[config.mk]
export PLATFORM = sky130hd
export DESIGN_NAME = trace_frame_sched
export DESIGN_NICKNAME = d
export VERILOG_FILES = /design/src/rtl/trace_frame_sched.sv
export SDC_FILE = /design/constraint.sdc
export NUM_CORES = 1
export LEC_CHECK = 0
export ABC_AREA = 1
export BUFFER_PORTS_ARGS = -buffer_cell sky130_fd_sc_hd__buf_2
export CAP_MARGIN = 20
export CORE_MARGIN = 1
export CORE_UTILIZATION = 40
export DETAILED_ROUTE_END_ITERATION = 8
export PLACE_DENSITY = 0.65
export SETUP_SLACK_MARGIN = 0.5
export SYNTH_ARGS = -nofsm -noshare
export SYNTH_HDL_FRONTEND = slang
export SYNTH_SLANG_ARGS = --single-unit
export TNS_END_PERCENT = 50
[constraint.sdc]
create_clock -name clk -period 2 [get_ports clk]
set_clock_uncertainty 0.05 [all_clocks]
set_input_delay 0.1 -clock clk [delete_from_list [all_inputs] [get_ports clk]]
set_output_delay 0.1 -clock clk [all_outputs]
set_load 0.03 [all_outputs]
[src/rtl/trace_frame_sched.sv]
// trace_frame_sched: per-line trace scheduler for the ray tracer.
// Fires trace_start in hblank and commits host config in vblank only.
module trace_frame_sched #(
  parameter int HRES  = 640,
  parameter int VRES  = 480,
  parameter int HFULL = 800,
  parameter int VFULL = 525,
  parameter int CFG_W = 48,
  parameter logic [CFG_W-1:0] CFG_RESET = '0
) (
  input  logic             clk,
  input  logic             reset,
  input  logic [9:0]       h,
  input  logic [9:0]       v,
  input  logic             trace_busy,
  input  logic             trace_done,
  input  logic             cfg_valid,
  input  logic [CFG_W-1:0] cfg_data,
  output logic             cfg_ready,
  output logic             cfg_commit,
  output logic [CFG_W-1:0] active_cfg,
  output logic             trace_start,
  output logic [9:0]       trace_line,
  output logic             tracing,
  output logic [7:0]       overrun_count
);

  localparam logic [0:0] S_WAIT  = 1'b0;
  localparam logic [0:0] S_TRACE = 1'b1;

  localparam logic [9:0] H_TRIG = 10'(HRES);
  localparam logic [9:0] V_VIS  = 10'(VRES);
  localparam logic [9:0] V_LVIS = 10'(VRES - 1);
  localparam logic [9:0] V_LAST = 10'(VFULL - 1);

  // Busy is informational only; the FSM tracks trace_done.
  logic unused_busy;
  assign unused_busy = trace_busy;

  logic [0:0]       state_q, state_d;
  logic             trace_start_q, trace_start_d;
  logic [9:0]       trace_line_q, trace_line_d;
  logic [7:0]       overrun_q, overrun_d;
  logic [CFG_W-1:0] pend_q, pend_d;
  logic             pend_valid_q, pend_valid_d;
  logic             commit_q, commit_d;
  logic [CFG_W-1:0] active_q, active_d;

  logic             trig;
  logic [9:0]       next_line;
  logic             in_vblank;
  logic             idle;
  logic             do_commit;
  logic             accept;

  // Line trigger decode and vblank window
  always_comb begin
    trig      = (h == H_TRIG) &&
                ((v == V_LAST) || (v < V_LVIS));
    next_line = (v == V_LAST) ? 10'd0 : v + 10'd1;
    in_vblank = (v >= V_VIS) && (v < V_LAST);
    // A done pulse frees the tracer for the next cycle.
    idle      = (state_q == S_WAIT) || trace_done;
    do_commit = pend_valid_q && in_vblank && idle;
    accept    = cfg_valid && !pend_valid_q;
  end

  // Trace scheduling FSM and overrun counter
  always_comb begin
    state_d       = state_q;
    trace_start_d = 1'b0;
    trace_line_d  = trace_line_q;
    overrun_d     = overrun_q;
    unique case (1'b1)
      (state_q == S_WAIT): begin
        if (trig) begin
          trace_start_d = 1'b1;
          trace_line_d  = next_line;
          state_d       = S_TRACE;
        end
      end
      default: begin
        if (trig && overrun_q != 8'hFF) begin
          overrun_d = overrun_q + 8'd1;
        end
        if (trace_done) begin
          state_d = S_WAIT;
        end
      end
    endcase
  end

  // One-deep config staging and vblank commit
  always_comb begin
    pend_d       = pend_q;
    pend_valid_d = pend_valid_q;
    commit_d     = 1'b0;
    active_d     = active_q;
    if (do_commit) begin
      active_d     = pend_q;
      commit_d     = 1'b1;
      pend_valid_d = 1'b0;
    end else if (accept) begin
      pend_d       = cfg_data;
      pend_valid_d = 1'b1;
    end
  end

  // State registers
  always_ff @(posedge clk) begin
    if (reset) begin
      state_q       <= S_WAIT;
      trace_start_q <= 1'b0;
      trace_line_q  <= 10'd0;
      overrun_q     <= 8'd0;
      pend_q        <= '0;
      pend_valid_q  <= 1'b0;
      commit_q      <= 1'b0;
      active_q      <= CFG_RESET;
    end else begin
      state_q       <= state_d;
      trace_start_q <= trace_start_d;
      trace_line_q  <= trace_line_d;
      overrun_q     <= overrun_d;
      pend_q        <= pend_d;
      pend_valid_q  <= pend_valid_d;
      commit_q      <= commit_d;
      active_q      <= active_d;
    end
  end

  assign cfg_ready     = ~pend_valid_q;
  assign cfg_commit    = commit_q;
  assign active_cfg    = active_q;
  assign trace_start   = trace_start_q;
  assign trace_line    = trace_line_q;
  assign tracing       = (state_q == S_TRACE);
  assign overrun_count = overrun_q;

endmodule
# After elaboration in Yosys (flattened, before gate mapping)
# Cells that the tools add are included.
[word_totals]
word_cells = 38
regBits = 118
out_inout_bits = 70
[op_classes]
n_addsub = 2
bitwise = 3
n_eq_ne = 3
magnitude_cmp = 3
mux = 5
reduce_logical = 14
[op_table]
columns = ["op", "n"]
rows = [
  ["10-bit == test, second input constant", 2],
  ["10-bit by 1-bit adder with 10-bit output, second input constant", 1],
  ["10-bit by 9-bit >= comparator with 1-bit output, second input constant", 1],
  ["10-bit < comparator, second input constant", 1],
  ["10-bit by 9-bit < comparator with 1-bit output, second input constant", 1],
  ["10-bit two-way mux", 1],
  ["8-bit by 1-bit adder with 8-bit output, second input constant", 1],
  ["8-bit inequality test, second input constant", 1],
  ["1-bit logical AND", 6],
  ["2-bit AND reduction", 3],
  ["1-bit two-way mux", 4],
  ["2-bit OR reduction", 2],
  ["1-bit NOT", 3],
  ["1-bit logical OR", 2],
  ["1-bit logical NOT", 1],
]

# Logic depth before layout (Yosys ltp)
[depth]
ltp_word = 6
ltp_mapped = 12
ltp_nobuf = 10

# Worst setup path before layout
# OpenSTA, ideal clock, no wires.
[synth_path]
path_kind = "register to register"
start = "register state_q, in the netlist tracing"
end = "register active_q[0], in the netlist active_cfg[0]"
n_path_buf = 3
arrival_ns = 1.598
t_required_ns = 1.890
period_less_slack_ns = 1.707
slack_ns = 0.293
path_stages_with_launch = 11
cell_sequence = "dfxtp_1 > buf_6 > inv_2 > nor2_1 > clkinv_1 > nand4_1 > or2_1 > buf_6 > clkbuf_1 > nand3_1 > nand2_1"
[synth_via]
elab_chain_cells = 3
[synth_rtl]
columns = ["element", "line", "source"]
rows = [
  ["from (decl)", "40", "logic [0:0] state_q, state_d;"],
  ["from (signal assigned)", "121", "state_q <= state_d;"],
  ["1-bit NOT (no line)", "n/a", ""],
  ["1-bit logical OR", "63", "idle = (state_q == S_WAIT) || trace_done;"],
  ["1-bit logical AND", "64", "do_commit = pend_valid_q && in_vblank && idle;"],
  ["to (signal assigned)", "128", "active_q <= active_d;"],
  ["to (decl)", "47", "logic [CFG_W-1:0] active_q, active_d;"],
]
# Every way passes these cells.
# A chain may end at the register's enable or synchronous reset.

# Worst setup path after layout
[layout_path]
start = "register state_q, in the netlist tracing"
end = "register active_q[11], in the netlist active_cfg[11]"
# Same word-level chain as after synthesis.

==> metrics.md <==
| Metric | Value |
|---|---|
| I/O Buffers | `141` |
| P_leak | `0.00342 uW` |
| CP max FO | `6` |
| TNS Setup | `0 ns` |
| Wire per inst | `14.1 microns` |
| Relative slew slack | `0.671` |
| Slowest cell on the critical path | `dfxtp_4` |
| Worst Max-Slew Pin Slew | `0.493 ns` |
| Worst Reg2Reg Path Length in Cells | `10` |
| Router iterations before antenna repair | `4` |
| Die Span X | `108 microns` |
| Worst hold endpoint | `trace_line[7]$_SDFFE_PP0P_` |
| Layout area overhead | `56.1%` |
| Ys async rst share | `0` |
| Skew-Pair Late Insertion Delay | `0.51 ns` |
| Mux contribution to synthesized area | `0` |
| Comb pwr share | `0.091` |
| Synthesized area | `4480 sq um` |
| Flop pwr share | `0.419` |
| Cell Chain, Critical Path | `inv_4 -> nor2_2 -> inv_2 -> nand4_1 -> or2_4 -> nor2_8 -> buf_12 -> clkbuf_16 -> nand2_1 -> nand2_1` |
| Vias per cell | `4.90` |
| Critical Path AT | `1.86 ns` |
| Most used cell, CP | `nand2_1` |
| Post-synthesis register bit count | `118` |
| Outcome | `finished, final reports clean` |
| Initial DRC count | `262` |
| Synthesized area per cell | `7.61 sq um` |
| Endpoint type of the worst setup path | `flop` |
| Required @ worst endpoint | `2.39 ns` |
| Leading area contributor after synthesis | `dfxtp_1` |
| Simple-gate area share of the yosys netlist | `0.314` |
| Max incr delay on CP | `0.35 ns` |
| Max IR drop VDD | `407 uV` |
| Reg2reg setup slack | `0.53 ns` |
| Post-synth EDFFs | `0` |
| RSZ-0062 raised after global routing | `true` |
| Hold Slack | `0.0490 ns` |
| Die height | `108 microns` |
| Final hold vios | `0` |
| Adder-cell share of the synthesized area | `0.00838` |
| Net Sw Frac | `0.230` |
| Synth cell count leaders | `nand2_1 (137), nor2_1 (122), dfxtp_1 (118), nand3_1 (60), o21ai_0 (45)` |
| Post-Route WL | `13,600 microns` |
| P_int | `4580 uW` |
| Number of diodes | `0` |
| Pwr Total | `5950 uW` |
| Share of cells above drive strength 1 | `0.295` |
| Sequential share of the synthesized area | `0.527` |
| Vias in the first global route | `4,430` |
| Final worst slack | `0.530 ns` |
| Die Area | `11,600 sq um` |
| Reg clk slew, reported paths | `0.05 ns` |
| CTS Sinks | `118` |
| Post-synth top area share | `0.527` |
| Largest net degree at the start of global routing | `51` |
| Crit Reg-Reg Endpoint | `active_cfg[11]$_SDFFE_PP0P_` |
| Hold Crit Start | `v[6]` |
| Initial antenna violation count | `0` |
| Top-count cell post-synth | `nand2_1` |
| Wire length of the first global-routing pass | `20,700 microns` |
| Area contributors post-synth | `dfxtp_1 (53%), nand2_1 (11%), nor2_1 (10%)` |
| Buf/Inv on CP | `4` |
| Register area | `2390 sq um` |
| Number of buffers created by CTS | `17` |
| Pins Over Slew Limit | `0` |
| GP Congestion | `0.872` |
| GRT overflow | `0` |
| Clock Power Share | `0.490` |
| Initial Util | `0.412` |
| Number of remaining DRC errors | `0` |
| Count of cell types in the netlist | `26` |
| Main combinational cell family by area after synthesis | `simple AND/OR/NAND/NOR gates` |
| Core outline area | `10,900 sq um` |
| Net Sw Power | `1370 uW` |
| Setup crit start kind | `flop` |
| Synth Flop Type | `dfxtp_1` |
| Max-cap check violation count | `0` |
| Tmin final | `1.47 ns` |
| Via count | `4,718` |
| YS warnings | `0` |
| Crit path launch | `tracing$_SDFF_PP0_` |
| XOR/XNOR Fraction of Synth Area | `0.0176` |
| Footprint of the multi-input gates | `1970 sq um` |
| Dpl ws | `0.290 ns` |
| Critical path class | `flop to flop` |
| Hold crit path type | `input pin to flop` |
| Cell family with most CP delay | `simple AND/OR/NAND/NOR gates` |
| Cells on Worst Hold Path | `6` |
| Clock buffer depth | `2` |
| Clk root buf | `clkbuf_8` |
| R2r startpoint | `tracing$_SDFF_PP0_` |
| Final Setup Violations | `0` |
| Top Ports | `143` |
| Row Count | `38` |
| Gate Count Post-Synth | `589` |
| Antenna Violating Nets Remaining | `0` |
| Max Freq | `680 MHz` |
| Dpl hpwl | `7150 microns` |
| H-tree levels | `4` |
| TritonCTS clock tree | `done` |
| Pwr dens | `850 nW/um^2` |
| Overall Global Routing Usage | `0.230` |
| FILL cells | `887` |
| Syn Nets | `665` |
| Post-layout nets | `887` |
| Fin crit share | `0.735` |
| Synth Area in Compound Gates | `0.0776` |
==> kinds of logic after synthesis <==
kind of cell	Yosys count
AOI/OAI and AO/OA	68
xor gates and xnor gates	9
DFF	118
buffers and inverters	53
and+or+nand+nor	338
adders and majority gates	3
==> timing repair <==
action                     CTS  global route
hold buffers                66             0
setup endpoints to repair   49            58
resized for setup            8            32
gates cloned                 2             7
buffers inserted             5             6
hold endpoints to repair    67             0
pin swaps                    2             8
==> power by group through the flow <==
stage | registers, uW | clock network, uW | logic [uW]
2_1_floorplan | 2550 | 0 | 208
3_3_place_gp | 2530 | 0 | 379
3_5_place_dp | 2530 | 0 | 387
4_1_cts | 2490 | 2960 | 508
5_1_grt | 2500 | 3090 | 593
6_report | 2490 | 2910 | 543
==> routing by layer <==
metal,track usage,up-vias,wire (microns)
met5,0,-,0
met4,0.114,0,201
met3,0.0654,21,729
met2,0.388,144,6680
met1,0.266,2202,5980
li1,-,2351,-
==> cell usage in the layout (no fill, tap or decap), drive strengths merged, types with 14 or more instances in the layout <==
| master | count |
|---|---|
| nand4 | 14 |
| nand3 | 60 |
| clkbuf | 28 |
| buf | 167 |
| o21ai | 48 |
| nand2 | 137 |
| a21oi | 18 |
| nor2 | 123 |
| dfxtp | 118 |
| inv | 17 |
| dlygate4sd3 | 66 |
==> metrics by stage <==
stage	util	instance area [sq um]	std cells
final	0.643	7000	963
after global routing	0.643	7000	963
after CTS	0.614	6690	950
after detailed placement	0.488	5320	846
after global placement	0.488	5320	846
after floorplan	-	4520	589
==> how the worst max path moves through the flow <==
| stage | depth (start not counted) | slack [ns] | end |
|---|---|---|---|
| after floorplan | 12 | 0.44 | active_cfg[10]$_SDFFE_PP0P_ |
| after global placement | 10 | 0.30 | overrun_count[6]$_SDFFE_PP0P_ |
| after detailed placement | 10 | 0.29 | overrun_count[6]$_SDFFE_PP0P_ |
| after CTS | 10 | 0.47 | active_cfg[17]$_SDFFE_PP0P_ |
| after global routing | 10 | 0.45 | active_cfg[15]$_SDFFE_PP0P_ |
| final | 10 | 0.53 | active_cfg[11]$_SDFFE_PP0P_ |
==> worst reg2reg max path: stages, from the launching register on <==
cell and delay, ns:
dfxtp_4 0.35, inv_4 0.07, nor2_2 0.04, inv_2 0.05, nand4_1 0.07, or2_4 0.27
nor2_8 0.12, buf_12 0.15, clkbuf_16 0.15, nand2_1 0.05, nand2_1 0.05
==> sequential cells by signal (all words and copies together) (netlist names) <==
name and cells:
trace_line 10, overrun_count 8, cfg_commit 1, pend_valid_q 1, trace_start 1, tracing 1
pend_q 48, active_cfg 48
==> final cells by class <==
| type | count | share of cell area |
|---|---|---|
| flip-flops and latches | 118 | 0.341 |
| multi-input cells | 418 | 0.282 |
| repair buffers | 239 | 0.261 |
| clock buffers | 22 | 0.0676 |
| well taps | 140 | 0.0250 |
| clock inverters | 9 | 0.0143 |
| inverters | 17 | 0.00948 |
No activity file was read; power rests on OpenSTA's default activity.
